<file path="src/rtl/mem_arbiter_pkg.sv">
// Shared types for the memory-bus arbiter: FSM state encoding, the latched
// downstream request record, and an index-width helper.
package mem_arbiter_pkg;

    typedef enum logic [1:0] {
        IDLE = 2'd0,
        BUSY = 2'd1,
        RESP = 2'd2
    } arb_state_e;

    typedef struct packed {
        logic        instr;
        logic [31:0] addr;
        logic [31:0] wdata;
        logic [3:0]  wstrb;
    } mem_req_t;

    // Width of an index into n requesters (never below one bit).
    function automatic int idx_width(input int n);
        return (n > 1) ? $clog2(n) : 1;
    endfunction

endpackage

</file>
<file path="src/rtl/mem_arbiter_rr_pick.sv">
// Combinational round-robin picker: returns the first asserted request
// searching upward from last+1, wrapping modulo NUM_REQ.
module rr_pick
    import mem_arbiter_pkg::*;
#(
    parameter int NUM_REQ = 2,
    parameter int IDX_W   = idx_width(NUM_REQ)
) (
    input  logic [NUM_REQ-1:0] req_valid,
    input  logic [IDX_W-1:0]   last,
    output logic               any,
    output logic [IDX_W-1:0]   winner
);

    // Candidate index for each search offset, nearest-after-last first.
    logic [NUM_REQ-1:0][IDX_W-1:0] w_cand;

    for (genvar gi = 0; gi < NUM_REQ; gi++) begin : g_cand
        assign w_cand[gi] = IDX_W'((32'(last) + 32'(gi) + 32'd1) % 32'(NUM_REQ));
    end

    // Scan from the farthest offset down so the nearest valid request wins.
    always_comb begin
        any    = 1'b0;
        winner = '0;
        for (int k = NUM_REQ - 1; k >= 0; k--) begin
            if (req_valid[w_cand[k]]) begin
                any    = 1'b1;
                winner = w_cand[k];
            end
        end
    end

endmodule

</file>
<file path="src/rtl/mem_arbiter.sv">
// Round-robin arbiter sharing one picorv32-style memory bus between NUM_REQ
// requesters, one outstanding transaction at a time, registered outputs.
// Optional watchdog: define MEM_ARBITER_TIMEOUT_EN to abort transactions that
// see no mem_ready within TIMEOUT_CYCLES BUSY cycles.
module mem_arbiter
    import mem_arbiter_pkg::*;
#(
    parameter int NUM_REQ        = 2,
    parameter int TIMEOUT_CYCLES = 255
) (
    input  logic                             clk,
    input  logic                             reset,
    input  logic [NUM_REQ-1:0]               req_valid,
    input  logic [NUM_REQ-1:0]               req_instr,
    input  logic [NUM_REQ-1:0][31:0]         req_addr,
    input  logic [NUM_REQ-1:0][31:0]         req_wdata,
    input  logic [NUM_REQ-1:0][3:0]          req_wstrb,
    output logic [NUM_REQ-1:0]               req_ready,
    output logic [31:0]                      req_rdata,
    output logic [NUM_REQ-1:0]               req_error,
    output logic                             mem_valid,
    output logic                             mem_instr,
    output logic [31:0]                      mem_addr,
    output logic [31:0]                      mem_wdata,
    output logic [3:0]                       mem_wstrb,
    input  logic                             mem_ready,
    input  logic [31:0]                      mem_rdata,
    output logic [$clog2(NUM_REQ)-1:0]       grant_id
);

    localparam int IDX_W = idx_width(NUM_REQ);

    arb_state_e         r_state;
    mem_req_t           r_mem;
    logic               r_mem_valid;
    logic [IDX_W-1:0]   r_last;
    logic [IDX_W-1:0]   r_grant;
    logic [NUM_REQ-1:0] r_req_ready;
    logic [31:0]        r_rdata;

    logic               w_any;
    logic [IDX_W-1:0]   w_winner;
    mem_req_t           w_sel;

    rr_pick #(
        .NUM_REQ (NUM_REQ),
        .IDX_W   (IDX_W)
    ) u_pick (
        .req_valid (req_valid),
        .last      (r_last),
        .any       (w_any),
        .winner    (w_winner)
    );

    assign w_sel = '{instr: req_instr[w_winner],
                     addr:  req_addr[w_winner],
                     wdata: req_wdata[w_winner],
                     wstrb: req_wstrb[w_winner]};

`ifdef MEM_ARBITER_TIMEOUT_EN
    localparam int CNT_W = $clog2(TIMEOUT_CYCLES + 1);
    localparam logic [CNT_W-1:0] CNT_LAST = CNT_W'(TIMEOUT_CYCLES - 1);

    logic [CNT_W-1:0]   r_to_cnt;
    logic [NUM_REQ-1:0] r_req_error;

    assign req_error = r_req_error;
`else
    assign req_error = '0;
`endif

    // Arbitration FSM: grant in IDLE, hold the bus in BUSY, pulse ready in RESP.
    always_ff @(posedge clk or posedge reset) begin
        if (reset) begin
            r_state     <= IDLE;
            r_mem       <= '0;
            r_mem_valid <= 1'b0;
            r_last      <= IDX_W'(NUM_REQ - 1);
            r_grant     <= '0;
            r_req_ready <= '0;
            r_rdata     <= '0;
`ifdef MEM_ARBITER_TIMEOUT_EN
            r_to_cnt    <= '0;
            r_req_error <= '0;
`endif
        end else begin
            r_req_ready <= '0;
`ifdef MEM_ARBITER_TIMEOUT_EN
            r_req_error <= '0;
`endif
            case (r_state)
                IDLE: begin
                    if (w_any) begin
                        r_mem       <= w_sel;
                        r_mem_valid <= 1'b1;
                        r_last      <= w_winner;
                        r_grant     <= w_winner;
                        r_state     <= BUSY;
`ifdef MEM_ARBITER_TIMEOUT_EN
                        r_to_cnt    <= '0;
`endif
                    end
                end
                BUSY: begin
                    if (mem_ready) begin
                        r_rdata              <= mem_rdata;
                        r_mem_valid          <= 1'b0;
                        r_req_ready[r_grant] <= 1'b1;
                        r_state              <= RESP;
                    end
`ifdef MEM_ARBITER_TIMEOUT_EN
                    // mem_ready has priority over a coincident timeout.
                    else if (r_to_cnt == CNT_LAST) begin
                        r_rdata              <= '0;
                        r_mem_valid          <= 1'b0;
                        r_req_ready[r_grant] <= 1'b1;
                        r_req_error[r_grant] <= 1'b1;
                        r_state              <= RESP;
                    end else begin
                        r_to_cnt <= r_to_cnt + CNT_W'(1);
                    end
`endif
                end
                default: begin
                    r_state <= IDLE;
                end
            endcase
        end
    end

    assign req_ready = r_req_ready;
    assign req_rdata = r_rdata;
    assign mem_valid = r_mem_valid;
    assign mem_instr = r_mem.instr;
    assign mem_addr  = r_mem.addr;
    assign mem_wdata = r_mem.wdata;
    assign mem_wstrb = r_mem.wstrb;
    assign grant_id  = r_grant;

endmodule

</file>
<file path="config.mk">
export PLATFORM = sky130hd
export DESIGN_NAME = mem_arbiter
export DESIGN_NICKNAME = d
export VERILOG_FILES = /design/src/rtl/mem_arbiter_pkg.sv /design/src/rtl/mem_arbiter_rr_pick.sv /design/src/rtl/mem_arbiter.sv
export SDC_FILE = /design/constraint.sdc
export NUM_CORES = 1
export LEC_CHECK = 0
export CORE_UTILIZATION = 23
export CTS_CLUSTER_DIAMETER = 200
export DETAILED_ROUTE_END_ITERATION = 6
export GPL_TIMING_DRIVEN = 0
export HOLD_SLACK_MARGIN = 0.05
export SLEW_MARGIN = 25
export SYNTH_ARGS = -nofsm -noshare
export SYNTH_HDL_FRONTEND = slang
export SYNTH_HIERARCHICAL = 1
export SYNTH_SLANG_ARGS = --single-unit
export TNS_END_PERCENT = 1
</file>
<file path="constraint.sdc">
create_clock -name clk -period 4.8 [get_ports clk]
set_input_delay 0.96 -clock clk [delete_from_list [all_inputs] [get_ports clk]]
set_output_delay 0.96 -clock clk [all_outputs]
set_load 0.005 [all_outputs]
</file>
**Yosys cells after proc, flatten, opt, wreduce, memory -nomap -nowiden**

Index checks and enable logic that the tools add are counted.

- Mux-type cells: 26
- Add/subtract/negate cells: 2
- Magnitude comparators: 5
- Reduce and logical (&&, ||, !) cells: 7
- Equality and inequality tests: 3

Operators with widths:

| operator | count |
|---|---|
| two-way mux 32 bit | 4 |
| two-way mux 1 bit | 13 |
| less-than comparator 1 x 2 -> 1 bit, second input constant | 4 |
| two-way mux 2 bit | 4 |
| two-way mux 4 bit | 2 |
| AND reduction 2 bit | 3 |
| case mux 2 bit (2 select lines) | 1 |
| AND reduction 3 bit | 1 |
| adder 1 bit, second input constant | 2 |
| equality test 2 x 1 -> 1 bit, second input constant | 1 |
| logical NOT 2 bit | 1 |
| inequality test 2 x 1 -> 1 bit, second input constant | 1 |
| inequality test 2 bit, second input constant | 1 |
| case mux 1 bit (2 select lines) | 1 |
| nonzero test 2 bit | 1 |
| demux 1 bit (select 1 bit) | 1 |
| greater-or-equal comparator 1 bit, second input constant | 1 |
| logical AND 1 bit | 1 |

- Register bits after elaboration: 108
- Word-level logic and storage cells: 53

**Depth between registers and ports, before layout**

- Depth in word-level cells: 8
- Mapped depth: 5

**Cells and area by module**

Netlist, hierarchy kept.

Modules (own cells, without submodules):

| module | times used | cells an instance | area each (um2) |
|---|---|---|---|
| mem_arbiter | 1 | 314 | 5474.0 |
| rr_pick | 1 | 2 | 13.8 |

**Worst setup path before layout**

No wires, ideal clock.

- Kind: input to register
- From: in req_valid[1]
- To: reg r_mem (netlist bit mem_wdata[0])
- Buffers on the path: 2
- Path slack: 2.667 ns
- Cell stages on the path: 5
- Data arrival time: 2.008 ns
- Cell sequence: a21boi_1 > buf_6 > buf_6 > mux2_4 > mux2_4

- Longest elaborated chain between the ends: 6
- Elaborated cells between the ends (all ways): 11
- Those cells by class: 10 x mux; 1 x reduce/logical

Ends and longest elaborated chain:

| element | RTL line | source |
|---|---|---|
| start, declared | mem_arbiter.sv:13 | `input logic [NUM_REQ-1:0] req_valid,` |
| two-way mux 1 bit (implied by the code) (2 in series) | mem_arbiter_rr_pick.sv:27 | `if (req_valid[w_cand[k]]) begin` |
| two-way mux 1 bit (2 in series) | mem_arbiter_rr_pick.sv:27 |  |
| two-way mux 32 bit (implied by the code) (2 in series) | mem_arbiter.sv:57 | `wdata: req_wdata[w_winner],` |
| end signal, assigned | mem_arbiter.sv:94 | `r_mem <= w_sel;` |
| end, declared | mem_arbiter.sv:34 | `mem_req_t r_mem;` |

Several ways; a longest one is shown, not always the timed one. The select of a mux whose other input is x is not followed.
A chain may end at the register's enable or synchronous reset.

**Worst setup path in the final report**

- From: in req_valid[1]
- To: reg r_mem (netlist bit mem_wdata[2])

- Longest elaborated chain between the ends: 6
- Elaborated cells between the ends (all ways): 11
- Those cells by class: 10 x mux; 1 x reduce/logical

Ends and longest elaborated chain:

| element | RTL line | source |
|---|---|---|
| two-way mux 1 bit (implied by the code) (2 in series) | mem_arbiter_rr_pick.sv:27 |  |
| two-way mux 1 bit | mem_arbiter_rr_pick.sv:27 |  |
| two-way mux 1 bit (*) | mem_arbiter_rr_pick.sv:27 |  |
| net w_winner | mem_arbiter.sv:42 | `logic [IDX_W-1:0] w_winner;` |
| two-way mux 32 bit (implied by the code) (*) (2 in series) | mem_arbiter.sv:57 |  |

Mark *: on every way through the listed nets, which the timed path passes. The rest lies on a longest branch. The select of a mux whose other input is x is not followed.

==> flow_summary_export.csv <==
group,metric,value,unit
place,portBuffers,279,
finish,drive_above_1_share,34.4,%
synthesis,synth.most_common_cell,"mux2_4",
finish,syn_to_final_growth,63.7,%
status,status,"finished clean",
clocking,ctsResizeCount,0,
worst_setup_path,cp-endpoint,"mem_wdata[2]",
clocking,cts.sinks,108,
synthesis,synth_common_cells,"136 x mux2_4, 107 x dfrtp_1, 36 x mux2_2",
pwr,irDropWorstVdd,0.000170,V
min_path,hp-class,"reg2reg",
sta,tns,0,ns
clocking,cts_setup_buffers,0,
sta,relSlewSlack,66.4,%
synthesis,seq_area_frac_synth,49.3,%
synthesis,synth_edf_count,0,
die,io_pins,282,
die,die_w,156,microns
clocking,cts_max_path_buffers,2,
global_routing,met1_usage,14.0,%
sta,clock_skew,0.00932,ns
synthesis,ys_types,17,
synthesis,synth_flop_cell,"dfrtp_1",
die,start_util,23.4,%
finish,fill_cells,2277,
worst_setup_path,worst-setup-path-type,"in2reg",
global_routing,grt_max_degree,57,
global_routing,busiest_layer,"met2",
worst_setup_path,crit_cells,6,
route,viasPerCell,3.87,
worst_setup_path,cp_top_family,"buffers and inverters",
global_routing,grt_pass1_wl,22400,microns
clocking,cts_tree,"done",
job,max_cap_viol_count,0,
route,wl,14900,microns
die,die_area,24500,sq um
clocking,htree_levels,3,
synthesis,synth_area_leaders,"dfrtp_1 49%, mux2_4 37%, mux2_2 7.4%",
clocking,root_buffer,"clkbuf_16",
global_routing,antenna_found_initial,0,
worst_setup_path,cp_data_arrival_time,2.67,ns
worst_setup_path,cp-end-kind,"flip-flop",
worst_setup_path,critPathLaunch,"req_valid[1]",
sta,period_needed,2.44,ns
global_routing,grt_use_total,12.0,%
pwr,power_density,543,nW/um^2
synthesis,synth_top_area_share,48.8,%
finish,ff_latch_area,2700,sq um
route,drt_iter0_markers,104,
synthesis,synth_warnings,6,
route,wl_per_cell,16.0,microns
clocking,hold_buffers,0,
die,num_rows,56,
worst_setup_path,cp_max_fo,10,
sta,rsz0062_at_grt,"false",
finish,multi_input_area,2520,sq um
worst_setup_path,cp_slowest_cell,"clkdlybuf4s50_1",
synthesis,avgSynthCellArea,17.4,sq um
finish,fin_nets,783,
sta,worstMarginPinSlew,0.504,ns
pwr,leakage,3.90,nW
sta,hold_viol,0,
clocking,clk_pin_slew,0.07,ns
synthesis,async_flop_share,100,%
die,dieHeight,156,microns
worst_setup_path,timing.rr.end,"mem_wdata[2]",
route,drc,0,
worst_setup_path,crit_path_start_kind,"input port",
worst_setup_path,cp_num_buf_inv,3,
route,vias,3608,
clocking,tritoncts.num_buffers,9,
synthesis,syn_area,5490,sq um
sta,fmax,0.410,GHz
sta,maxSlewViolCount,0,
worst_setup_path,cp.required,5.02,ns
clocking,clock_insertion_delay_worst_skew,0.35,ns
place,gp_congestion,0.708,
worst_setup_path,regToRegStartpoint,"r_last",
die,core-area,23400,sq um
sta,finalCritPeriodShare,50.9,%
global_routing,grt_util_met3,2.02,%
sta,holdWs,0.475,ns
global_routing,grt_overflow,0,
synthesis,yosys.area.top_type,"dfrtp_1",
worst_setup_path,max_stage_delay,0.47,ns
place,hpwl,11400,microns
synthesis,synth.ff_latch_count,108,
global_routing,use_met2,21.9,%
global_routing,first_global_vias,3980,
worst_setup_path,path_cells,"clkdlybuf4s50_1 -> a21boi_1 -> buf_6 -> buf_6 -> mux2_4 -> mux2_4",
route,dr.pass1.iters,3,
sta,finalSetupViolCount,0,
finish,num_antenna_cells,0,
worst_setup_path,r2r_slack,3.12,ns
worst_setup_path,reg2reg_depth,5,
synthesis,synthCells,316,
route,ant_nets,0,
-- where the power goes --
group          total, mW  internal [mW]  switching (mW)  leakage (nW)
combinational       2.53           1.78           0.751          2.51
clock              0.705          0.358           0.347         0.132
sequential          1.64           1.38           0.264          1.27
-- per-stage QoR --
step	worst slack (ns)	instances	area (sq um)	util (%)	power, mW
floorplan	0.996	317	5490	-	2.90
detailed placement	1.97	916	8720	37.2	4.22
CTS	2.33	932	8980	38.4	4.97
global route	2.30	932	8980	38.4	5.17
finish	2.36	932	8980	38.4	4.88
global placement	-0.697	915	8680	37.1	4.18
-- how the worst min path moves through the flow --
| stage | start | endpoint | slack (ns) | cells past startpoint |
|---|---|---|---|---|
| floorplan | r_state[1] | r_state[0] | 0.43 | 1 |
| global placement | r_state[1] | r_state[0] | 0.45 | 1 |
| detailed placement | r_state[1] | r_state[0] | 0.47 | 1 |
| CTS | r_state[1] | r_state[0] | 0.48 | 1 |
| global route | r_state[1] | r_state[0] | 0.49 | 1 |
| finish | r_state[1] | r_state[0] | 0.48 | 1 |
-- per-layer routing --
metal	wire length, microns	vias up
met1	6220	1772
met2	7710	131
li1	-	1693
met3	747	12
met4	233	0
met5	0	-
-- cells in the final DEF (no fill, tap or decap), drive strengths merged --
cell / count
inv: 5
a21oi: 1
a21o: 1
dfstp: 1
nor3b: 1
nand2b: 2
dfrtp: 107
conb: 2
nand3b: 1
clkdlybuf4s50: 279
buf: 23
clkbuf: 12
or2: 1
nor2: 2
a21boi: 1
clkinv: 2
mux2: 172
-- kinds of logic after synthesis --
family / synth area share [%]
AO/OA/AOI/OAI: 0.365
buffers and inverters: 4.86
flip-flops: 49.3
multiplexers: 44.6
other: 0.0683
AND/OR/NAND/NOR: 0.844
-- state kept, by name, indices dropped and copies added (netlist names) --
register,flops
mem_addr,32
mem_wdata,32
req_rdata,32
mem_wstrb,4
r_state,2
req_ready,2
grant_id,1
mem_instr,1
mem_valid,1
r_last,1
-- final cells by class --
class	instances	share of cell area (%)
timing repair buffer	280	31.4
sequential	108	30.1
multi-input combinational	184	28.1
tap	319	4.44
buffer	22	2.84
clock buffer	12	2.63
clock inverter	4	0.348
inverter	3	0.181
-- worst register-to-register path: stages (launching register included) --
cell and delay (ns):
dfstp_2 0.37, a21boi_1 0.14, buf_6 0.23, buf_6 0.23
mux2_4 0.34, mux2_4 0.25
Note: power is estimated with default switching activity, not from simulation.
